`src/rtl/board_state.sv`:
```
// board_state: connect-four board with height tracking, falling-piece animation and move legality.
// Ports:
//   clk        - system clock, rising edge
//   rst_n      - asynchronous active-low reset
//   col_sel    - target column 0..6 (7 is illegal)
//   drop       - move request, sampled only while idle
//   clear      - synchronous new-game request
//   red_enc    - red occupancy incl. falling overlay, bit = col + 7*row (row 0 top)
//   yellow_enc - yellow occupancy, same indexing
//   turn       - player to move, 0 red / 1 yellow
//   busy       - a move is falling or landing
//   move_done  - one-cycle pulse in the landing cycle
//   illegal    - one-cycle pulse after a rejected drop
//   board_full - registered, all 42 cells occupied
module board_state #(
    parameter int FALL_TICKS = 5000000
) (
    input  logic        clk,
    input  logic        rst_n,
    input  logic [2:0]  col_sel,
    input  logic        drop,
    input  logic        clear,
    output logic [41:0] red_enc,
    output logic [41:0] yellow_enc,
    output logic        turn,
    output logic        busy,
    output logic        move_done,
    output logic        illegal,
    output logic        board_full
);
    typedef enum logic [1:0] {IDLE, FALL, LAND} state_t;
    localparam int TW = FALL_TICKS > 1 ? $clog2(FALL_TICKS) : 1;
    localparam logic [TW-1:0] TICK_LAST = TW'(FALL_TICKS - 1);
    state_t          state_q, state_d;
    // entry 7 is never written; it lets col_sel=7 index safely
    logic [7:0][2:0] height_q, height_d;
    logic [2:0]      col_q, col_d, row_q, row_d, land_row;
    logic [TW-1:0]   tick_q, tick_d;
    logic [41:0]     red_q, red_d, yellow_q, yellow_d, cur_bit, overlay;
    logic [5:0]      cur_idx;
    logic            turn_q, turn_d, illegal_q, illegal_d, full_q, full_d, legal;
    always_comb begin
        land_row  = 3'd5 - height_q[col_q];
        cur_idx   = {3'b0, col_q} + 6'd7 * {3'b0, row_q};
        cur_bit   = 42'd1 << cur_idx;
        legal     = col_sel != 3'd7 && height_q[col_sel] != 3'd6;
        state_d   = state_q;
        height_d  = height_q;
        col_d     = col_q;
        row_d     = row_q;
        tick_d    = tick_q;
        red_d     = red_q;
        yellow_d  = yellow_q;
        turn_d    = turn_q;
        illegal_d = 1'b0;
        case (state_q)
            IDLE: begin
                if (drop && legal) begin
                    col_d   = col_sel;
                    row_d   = 3'd0;
                    tick_d  = '0;
                    state_d = FALL;
                end
                illegal_d = drop && !legal;
            end
            FALL: begin
                tick_d = tick_q + 1'b1;
                if (tick_q == TICK_LAST) begin
                    if (row_q == land_row) begin
                        // commit on entry so the piece is solid during the LAND cycle
                        state_d  = LAND;
                        red_d    = turn_q ? red_q : red_q | cur_bit;
                        yellow_d = turn_q ? yellow_q | cur_bit : yellow_q;
                    end else begin
                        row_d  = row_q + 3'd1;
                        tick_d = '0;
                    end
                end
            end
            LAND: begin
                height_d[col_q] = height_q[col_q] + 3'd1;
                turn_d          = ~turn_q;
                state_d         = IDLE;
            end
            default: state_d = IDLE;
        endcase
        if (clear) begin
            state_d   = IDLE;
            height_d  = '0;
            col_d     = 3'd0;
            row_d     = 3'd0;
            tick_d    = '0;
            red_d     = '0;
            yellow_d  = '0;
            turn_d    = 1'b0;
            illegal_d = 1'b0;
        end
        full_d = 1'b1;
        for (int c = 0; c < 7; c++) full_d = full_d && height_d[c] == 3'd6;
    end
    always_ff @(posedge clk or negedge rst_n) begin
        if (!rst_n) begin
            state_q   <= IDLE;
            height_q  <= '0;
            col_q     <= 3'd0;
            row_q     <= 3'd0;
            tick_q    <= '0;
            red_q     <= '0;
            yellow_q  <= '0;
            turn_q    <= 1'b0;
            illegal_q <= 1'b0;
            full_q    <= 1'b0;
        end else begin
            state_q   <= state_d;
            height_q  <= height_d;
            col_q     <= col_d;
            row_q     <= row_d;
            tick_q    <= tick_d;
            red_q     <= red_d;
            yellow_q  <= yellow_d;
            turn_q    <= turn_d;
            illegal_q <= illegal_d;
            full_q    <= full_d;
        end
    end
    always_comb begin
        overlay    = state_q == FALL ? cur_bit : '0;
        red_enc    = red_q | (turn_q ? '0 : overlay);
        yellow_enc = yellow_q | (turn_q ? overlay : '0);
        turn       = turn_q;
        busy       = state_q != IDLE;
        move_done  = state_q == LAND;
        illegal    = illegal_q;
        board_full = full_q;
    end
endmodule

```
`config.mk`:
```
export PLATFORM = sky130hd
export DESIGN_NAME = board_state
export DESIGN_NICKNAME = d
export VERILOG_FILES = /design/src/rtl/board_state.sv
export SDC_FILE = /design/constraint.sdc
export NUM_CORES = 1
export LEC_CHECK = 0
export BUFFER_PORTS_ARGS = -buffer_cell sky130_fd_sc_hd__buf_2
export CAP_MARGIN = 10
export CORE_AREA = 4 4 158 160
export CTS_CLUSTER_DIAMETER = 50
export DETAILED_ROUTE_END_ITERATION = 6
export DIE_AREA = 0 0 162 164
export PLACE_DENSITY = 0.51
export SLEW_MARGIN = 0
export SYNTH_ARGS = -nofsm -noshare
export SYNTH_HDL_FRONTEND = slang
export SYNTH_SLANG_ARGS = --single-unit
export TNS_END_PERCENT = 20
```
`constraint.sdc`:
```
create_clock -name clk -period 3.95 [get_ports clk]
set_input_delay 0.395 -clock clk [delete_from_list [all_inputs] [get_ports clk]]
set_output_delay 0.395 -clock clk [all_outputs]
set_load 0.005 [all_outputs]
```
==> results of run 1 <==
[placed cells by master, fill, tap and decap left out, types with 22 or more instances in the layout]
| master | count |
|---|---|
| o21ai_1 | 40 |
| o22ai_1 | 84 |
| buf_2 | 93 |
| nand2_1 | 70 |
| dfrtp_1 | 142 |
| o21ai_2 | 25 |
| o21ai_0 | 32 |
| inv_1 | 105 |
| a21oi_1 | 22 |
| buf_4 | 55 |
| nand3_1 | 25 |
| nor2_1 | 49 |
[per-layer routing]
| metal | GRT usage (%) | part of all wire, % |
|---|---|---|
| met1 | 26.39 | 50 |
| met2 | 26.77 | 45 |
| met3 | 3.664 | 4.1 |
| met4 | 4.152 | 1.2 |
| met5 | 0 | 0 |
[sequential cells by signal (all words and copies together), names as in the netlist]
signal / cells
height_q: 24
red_q: 42
board_full: 1
yellow_q: 42
tick_q: 23
turn: 1
col_q: 3
state_q: 2
illegal: 1
row_q: 3
[layout make-up]
| cell class | instances | area [sq um] | area share, % |
|---|---|---|---|
| clock buffer | 21 | 450.4 | 4.683 |
| clock inverter | 10 | 187.7 | 1.951 |
| inverter | 107 | 401.6 | 4.175 |
| multi-input combinational | 580 | 3717 | 38.64 |
| sequential | 142 | 3553 | 36.94 |
| tap | 319 | 399.1 | 4.149 |
| timing repair buffer | 150 | 909.6 | 9.456 |
[cells by family (layout without fill, tap and decap cells)]
group	after synthesis	in the layout	share of synthesized area, %
compound gates	260	260	21.08
xor+xnor	6	6	0.6831
fa+ha+maj	16	16	2.993
buf+inv	160	288	8.198
flops	142	142	46.19
mux	23	23	3.025
simple gates	275	275	17.83
[metrics by stage]
step	cells	TNS (ps)	power (mW)	hold WS [ps]
2_1_floorplan	882	0	1.610	99.41
3_3_place_gp	1295	-395.1	1.716	489.6
3_5_place_dp	1295	-606.0	1.715	491.3
4_1_cts	1329	-12780	3.498	116.8
5_1_grt	1329	-27930	3.592	146.0
6_report	1329	-9278	3.474	71.36
[worst max-delay path: stages, from the launching register on]
cell,delay (ps)
dfrtp_1,390
fa_1,540
inv_1,50
fa_1,490
inv_2,50
fa_2,330
buf_4,150
xnor2_2,260
nand2_1,220
nor2_2,270
buf_4,150
nand2_1,100
o21ai_0,200
buf_2,160
[power groups by stage]
stage | clock network, mW | registers [mW] | logic (mW)
after floorplan | 0 | 1.49 | 0.120
after global placement | 0 | 1.49 | 0.226
after detailed placement | 0 | 1.49 | 0.224
after CTS | 1.80 | 1.46 | 0.233
after global routing | 1.86 | 1.46 | 0.263
final | 1.77 | 1.46 | 0.236
[timing repair]
| item | 4_1_cts | 5_1_grt |
|---|---|---|
| setup buffers | 2 | 0 |
| pin swaps | 21 | 7 |
| setup endpoints to repair | 84 | 84 |
| resized for setup | 92 | 32 |
| gates cloned | 1 | 0 |
[path summary, 6_finish.rpt]
path                       startpoint             end  depth (start not counted)
setup reg to reg             row_q[1]       red_q[15]                         15
hold / removal                  rst_n     height_q[5]                          1
hold reg to reg            tick_q[22]      tick_q[22]                          2
setup / recovery             row_q[1]  yellow_enc[23]                         13
max in group asynchronous       rst_n       red_q[41]                          2
min in group clk           col_sel[1]        col_q[1]                          2
==> results.sh, run 1 <==
export IMPL_status="finished with violations"
export IMPL_violations="negative setup slack"
export IMPL_diodes=0
export IMPL_synth_area_per_cell_sq_um=8.722
export IMPL_fill_cells=2393
export IMPL_synth_distinct_cells=70
export IMPL_fin_util_pct=41.10
export IMPL_clk_latency_ps=420
export IMPL_path_clk_slew_ps=60
export IMPL_cts_root_buf="clkbuf_16"
export IMPL_p_switching_uw=820.0
export IMPL_critPathLaunchType="flop"
export IMPL_sequentialPowerShare_pct=42.1
export IMPL_p_leak_nw=4.342
export IMPL_swShare_pct=23.61
export IMPL_max_slew_margin_pct=28.63
export IMPL_ctsHoldBuffers=0
export IMPL_yosysWarnings=0
export IMPL_hpwl_mm=15.72
export IMPL_cts_sinks=142
export IMPL_ys_seq_area_share_pct=46.19
export IMPL_p_comb_share_pct=6.8
export IMPL_wl_per_cell_microns=17.43
export IMPL_vias=6942
export IMPL_drv_slew=0
export IMPL_fmax_mhz=240.5
export IMPL_period_share_pct=105.3
export IMPL_fp_dieH_microns=164
export IMPL_grt_pass1_wl_mm=37.86
export IMPL_period_minus_slack_ps=4158
export IMPL_dpl_cell_area_sq_um=8752
export IMPL_worst_slack_ps=-207.6
export IMPL_cp_end_kind="output pin"
export IMPL_cts_max_level=4
export IMPL_grt_pass1_vias=6925
export IMPL_rsz0062_at_grt="true"
export IMPL_syn_to_final_growth_pct=25.05
export IMPL_vias_per_cell=5.223
export IMPL_cts_buffer_depth=2
export IMPL_synthArstFlopShare_pct=100.0
export IMPL_grt_overflow_total=0
export IMPL_antenna_found_initial=0
export IMPL_drt_pass1_iter_count=5
export IMPL_setup_violations_final=83
export IMPL_synthMostInstantiatedCell="dfrtp_1"
export IMPL_cts_buffers=17
export IMPL_cts_tree="built"
export IMPL_ir_drop_mv=0.2513
export IMPL_synthFlopType="dfrtp_1"
export IMPL_synth_edf_count=0
export IMPL_pin_count=96
export IMPL_hold_violations=0
export IMPL_synthTopCellsByCount="dfrtp_1 (142), inv_1 (106), o21ai_0 (94)"
export IMPL_p_int_mw=2.654
export IMPL_power_frac_clock_pct=51.1
export IMPL_final_area_sq_um=9619
export IMPL_synth_seq_cells=142
export IMPL_worstPathMaxFanout=5
export IMPL_initial_core_util_pct=32.87
export IMPL_yosys_area_top_type_share_pct=46.19
export IMPL_track_usage_pct=17.79
export IMPL_p_per_area_nw_per_um2=361.1
export IMPL_drtIter0Drc=423
export IMPL_drtAntennaViolNets=0
export IMPL_cp_arrival_ps=3760
export IMPL_grt_max_degree=99
export IMPL_dieArea_sq_um=26570
export IMPL_synth_fp_nets=905
export IMPL_nets=1021
export IMPL_port_buffers=95
export IMPL_netlist_instances=882
export IMPL_cp_required_ps=3560
export IMPL_synth_area_top_cells="dfrtp_1 (46%), o22ai_1 (6.8%), o21ai_0 (6.1%), inv_1 (5.2%), nand2_1 (4.3%)"
export IMPL_clock_skew_ps=11.15
export IMPL_maxCapViolCount=0
export IMPL_rows=56
export IMPL_drive_above_1_share_pct=24.85
export IMPL_r2r_slack_ps=520
export IMPL_dieWidth_microns=162
export IMPL_gp_congestion=0.8350
export IMPL_dpl_worst_slack_ps=-114.2
export IMPL_synth_area_sq_um=7692
export IMPL_routed_wl_mm=23.16
export IMPL_hp_class="input port to async pin"
export IMPL_synth_top_cell_by_area="dfrtp_1"
export IMPL_coreArea_sq_um=23400
export IMPL_critical_path_class="flop to output pin"
export IMPL_worstMarginPinSlew_ps=1067
export IMPL_drc=0
No activity file was read; power rests on OpenSTA's default activity.
==> inputs of run 2 (changes only) <==
- CORE_AREA: 4 4 158 160 -> 4 4 135 137
- DIE_AREA: 0 0 162 164 -> 0 0 139 141
- PLACE_DENSITY: 0.51 -> 0.66
==> results.sh, run 2 (synthesis results as in run 1) <==
export IMPL_cts_max_level=4
export IMPL_multi_input_area_sq_um=3849
export IMPL_path_clk_slew_ps=60
export IMPL_drc=0
export IMPL_setup_violations_final=84
export IMPL_cts_sinks=142
export IMPL_worst_slack_ps=-290.8
export IMPL_gp_congestion=0.9067
export IMPL_path_cells="fa_1 -> inv_1 -> fa_1 -> inv_2 -> fa_2 -> a21o_1 -> a21oi_2 -> xor2_2 -> buf_4 -> and2_4 -> buf_8 -> nand2_2 -> o21ai_0 -> buf_2"
export IMPL_grt_overflow_total=0
export IMPL_clock_skew_ps=7.522
export IMPL_pin_count=96
export IMPL_track_usage_pct=22.46
export IMPL_largestRegisters="red_q x42, yellow_q x42, height_q x24"
export IMPL_hold_violations=0
export IMPL_cp_end_kind="output pin"
export IMPL_violations="negative setup slack"
export IMPL_stdcell_count=1230
export IMPL_grt_pass1_wl_mm=36.18
export IMPL_seq_area_sq_um=3553
export IMPL_dieArea_sq_um=19600
export IMPL_grt_pass1_vias=7053
export IMPL_period_share_pct=107.4
export IMPL_initial_core_util_pct=45.10
export IMPL_dpl_worst_slack_ps=-35.20
export IMPL_drt_pass1_iter_count=7
export IMPL_worstMarginPinSlew_ps=1286
export IMPL_vias=7023
export IMPL_worstPathMaxFanout=9
export IMPL_fmax_mhz=235.8
export IMPL_cts_tree="built"
export IMPL_ir_drop_mv=0.2971
export IMPL_drtAntennaViolNets=0
export IMPL_cp_required_ps=3560
export IMPL_drive_above_1_share_pct=27.06
export IMPL_period_minus_slack_ps=4241
export IMPL_diodes=0
export IMPL_max_slew_margin_pct=14.06
export IMPL_cts_root_buf="clkbuf_16"
export IMPL_wl_per_cell_microns=17.71
export IMPL_cts_buffer_depth=2
export IMPL_coreArea_sq_um=17060
export IMPL_drtIter0Drc=526
export IMPL_layout_common_cells="dfrtp_1 (142), inv_1 (105), buf_2 (93), o22ai_1 (84), nand2_1 (63)"
export IMPL_fp_dieH_microns=141
export IMPL_p_per_area_nw_per_um2=337.6
export IMPL_dpl_cell_area_sq_um=8549
export IMPL_cp_arrival_ps=3850
export IMPL_fill_cells=1569
export IMPL_final_area_sq_um=9535
export IMPL_nets=1016
export IMPL_clk_latency_ps=420
export IMPL_finalSetupTns_ps=-15850
export IMPL_cts_buffers=17
export IMPL_slowest_stage="fa_1"
export IMPL_dieWidth_microns=139
export IMPL_critical_path_class="flop to output pin"
export IMPL_placed_cells=1190
export IMPL_p_leak_nw=4.343
export IMPL_rows=48
export IMPL_critPathMaxStageDelay_ps=530
export IMPL_grt_max_degree=74
export IMPL_layout_commonest_cell="dfrtp_1"
export IMPL_status="finished with violations"
export IMPL_drv_slew=0
export IMPL_port_buffers=95
export IMPL_antenna_found_initial=0
export IMPL_critPathLaunchType="flop"
export IMPL_hpwl_mm=14.18
export IMPL_hp_class="input port to flop"
export IMPL_critical_path_most_common_cell="fa_1"
export IMPL_vias_per_cell=5.710
export IMPL_routed_wl_mm=21.78
export IMPL_maxCapViolCount=0
export IMPL_rsz0062_at_grt="true"
export IMPL_syn_to_final_growth_pct=23.96
[run 2: cell count changes in the layout (fill, tap and decap cells not counted), moves of 3 or more]
| cell | before | now |
|---|---|---|
| o21ai_0 | 32 | 25 |
| o21ai_1 | 40 | 35 |
| o21ai_2 | 25 | 37 |
| buf_4 | 55 | 45 |
| bufinv_16 | 5 | 1 |
| nand2_2 | 17 | 22 |
| clkbuf_1 | 3 | 0 |
| clkinv_2 | 1 | 4 |
| nand2_1 | 70 | 63 |
| buf_6 | 1 | 4 |
[run 2: where the power goes]
part	internal, mW	switching [mW]
clock	0.881	0.639
sequential	1.46	0.00427
combinational	0.0573	0.178
[run 2: path summary, 6_finish.rpt]
check	cells past startpoint	slack, ps	end	start
max	14	-290	yellow_enc[21]	row_q[2]
min	2	320	col_q[1]	col_sel[1]
max reg2reg	15	340	yellow_q[15]	row_q[2]
min reg2reg	2	500	tick_q[22]	tick_q[22]
max in group asynchronous	3	2590	tick_q[6]	rst_n
min in group asynchronous	2	530	height_q[1]	rst_n
[run 2: cell type report]
cell class,instances,area share (%)
clock buffers,18,4.606
flip-flops and latches,142,37.27
multi-input cells,580,40.36
clock inverters,13,1.233
repair buffers,145,9.369
well taps,225,2.952
inverters,107,4.212
[run 2: metal layers]
layer / up-vias / share of wire [%] / track usage, % / wire length (microns)
li1: 3333 / - / - / -
met1: 3446 / 45 / 31.14 / 9732
met2: 217 / 48 / 35.77 / 10540
met3: 27 / 5.6 / 4.579 / 1224
met4: 0 / 1.3 / 6.952 / 281
met5: - / 0 / 0 / 0
[run 2: critical path, delay by kind of cell, from the launching register on]
kind	cells	cell delay, ps
AND/OR/NAND/NOR	2	230
adder cells (fa/ha/maj)	3	1360
XOR/XNOR	1	250
flip-flops	1	390
buffers and inverters	5	570
AO/OA/AOI/OAI	3	610
[run 2: per-stage QoR]
stage                     power [mW]  utilization, %  hold WS, ps
after global placement         1.704           50.12        438.9
after global routing           3.335           55.91        314.3
final                          3.219           55.91        322.3
after detailed placement       1.705           50.12        439.2
after CTS                      3.229           54.73        294.1
after floorplan                1.610               -        99.41
[run 2: repair_timing]
item                       CTS  global route
setup endpoints to repair   84            84
buffers inserted             5             2
pin swaps                   29            20
hold buffers                 1             0
cloned                       1             0
resized for setup           82            85
hold endpoints to repair    19             0
==> inputs of run 3 (changes only) <==
- CORE_AREA: 4 4 135 137 -> 4 4 171 124
- DIE_AREA: 0 0 139 141 -> 0 0 175 128
- PLACE_DENSITY: 0.66 -> 0.59
==> results.sh, run 3 (synthesis results as in run 1) <==
export IMPL_status="finished with violations"
export IMPL_violations="negative setup slack"
export IMPL_finalSetupTns_ps=-11580
export IMPL_cts_tree="built"
export IMPL_drv_slew=0
export IMPL_cp_end_kind="output pin"
export IMPL_vias=6985
export IMPL_port_buffers=95
export IMPL_ir_drop_mv=0.2859
export IMPL_maxCapViolCount=0
export IMPL_dieArea_sq_um=22400
export IMPL_cts_root_buf="clkbuf_16"
export IMPL_worst_slack_ps=-279.5
export IMPL_rr_endpoint="yellow_q[15]"
export IMPL_drive_above_1_share_pct=28.63
export IMPL_grt_overflow_total=0
export IMPL_period_share_pct=107.1
export IMPL_wl_per_cell_microns=17.92
export IMPL_cts_max_level=4
export IMPL_worstRegToRegCells=15
export IMPL_nets=1016
export IMPL_layout_common_cells="dfrtp_1 (142), inv_1 (104), buf_2 (91), o22ai_1 (84), nand2_1 (51)"
export IMPL_grt_busiest_layer="met1"
export IMPL_worstMarginPinSlew_ps=1205
export IMPL_met2_usage_pct=28.66
export IMPL_dieWidth_microns=175
export IMPL_period_minus_slack_ps=4229
export IMPL_critical_path_class="flop to output pin"
export IMPL_worstPathMaxFanout=4
export IMPL_layout_commonest_cell="dfrtp_1"
export IMPL_drc=0
export IMPL_clock_skew_ps=10.91
export IMPL_fp_dieH_microns=128
export IMPL_rows=43
export IMPL_drt_pass1_iter_count=5
export IMPL_max_slew_margin_pct=19.64
export IMPL_track_usage_pct=20.61
export IMPL_p_per_area_nw_per_um2=344.9
export IMPL_stdcell_count=1276
export IMPL_antenna_found_initial=0
export IMPL_placed_cells=1238
export IMPL_hold_violations=0
export IMPL_largestRegisters="red_q x42, yellow_q x42, height_q x24"
export IMPL_drtAntennaViolNets=0
export IMPL_vias_per_cell=5.474
export IMPL_cts_buffer_depth=2
export IMPL_hp_class="input port to async pin"
export IMPL_grt_max_degree=102
export IMPL_routed_wl_mm=22.87
export IMPL_fin_util_pct=49.94
export IMPL_cts_sinks=142
export IMPL_gp_congestion=0.8708
export IMPL_r2r_slack_ps=390
export IMPL_coreArea_sq_um=19480
export IMPL_met1_usage_pct=32.33
export IMPL_cp_required_ps=3560
export IMPL_p_leak_nw=4.449
export IMPL_ctsHoldBuffers=0
export IMPL_grt_pass1_vias=6814
export IMPL_grt_pass1_wl_mm=37.09
export IMPL_fmax_mhz=236.4
export IMPL_clk_latency_ps=430
export IMPL_rsz0062_at_grt="true"
export IMPL_critPathLaunchType="flop"
export IMPL_cp_arrival_ps=3830
export IMPL_r2r_start="row_q[1]"
export IMPL_setup_violations_final=83
export IMPL_cts_buffers=17
export IMPL_syn_to_final_growth_pct=26.45
export IMPL_grt_use_met3_pct=4.776
export IMPL_pin_count=96
export IMPL_drtIter0Drc=557
export IMPL_diodes=0
export IMPL_path_clk_slew_ps=60
export IMPL_hpwl_mm=15.23
export IMPL_initial_core_util_pct=39.50
## run 3: cell type report
type                    instances  area [sq um]
clock buffers                  18         429.2
clock inverters                14         167.7
fillers                      1854          9749
inverters                     107         401.6
multi-input cells             580          3934
flip-flops and latches        142          3553
well taps                     270         337.8
repair buffers                145         903.4
## run 3: per-stage QoR
step                hold WS (ps)  setup WS [ps]  instance area, sq um  power, mW
floorplan                  99.41          169.2                  7692      1.610
global placement           500.4         -90.51                  8631      1.715
detailed placement         497.6         -65.09                  8631      1.715
CTS                        128.4         -226.1                  9437      3.371
global route               153.6         -411.5                  9727      3.473
finish                     35.97         -279.5                  9727      3.355
## run 3: repair_timing
action                     4_1_cts  5_1_grt
buffers inserted                 2        3
cloned                           1        1
setup endpoints to repair       84       84
resized for setup              100       91
pin swaps                       35       34
## run 3: how the worst max path moves through the flow
stage | startpoint | end | slack, ps | depth (start not counted)
global route | row_q[1] | red_enc[12] | -410 | 14
floorplan | row_q[0] | red_enc[4] | 170 | 13
global placement | row_q[0] | yellow_enc[24] | -90 | 12
detailed placement | row_q[0] | yellow_enc[13] | -70 | 14
CTS | row_q[1] | yellow_enc[13] | -230 | 14
finish | row_q[1] | yellow_enc[11] | -280 | 12
## run 3: power breakdown
part           internal (mW)  total (mW)  switching (mW)
clock network          0.993        1.64           0.649
logic                 0.0615       0.249           0.188
registers               1.46        1.46         0.00384
total                   2.51        3.35           0.841
## run 3: per-layer routing
| metal | share of wire (%) | wire, microns | up-vias |
|---|---|---|---|
| met4 | 0.85 | 194 | 0 |
| met2 | 42 | 9627 | 226 |
| met1 | 50 | 11410 | 3400 |
| met5 | 0 | 0 | - |
| li1 | - | - | 3341 |
| met3 | 7.2 | 1636 | 18 |
## run 3: worst max-delay path, cell delays in order, from the launching register on
cell	delay, ps
dfrtp_1	400
fa_1	540
inv_1	50
fa_1	490
inv_2	50
fa_2	340
buf_4	150
xnor2_2	160
or2_4	270
nor2_1	390
nand2_2	160
o21ai_0	250
buf_2	170
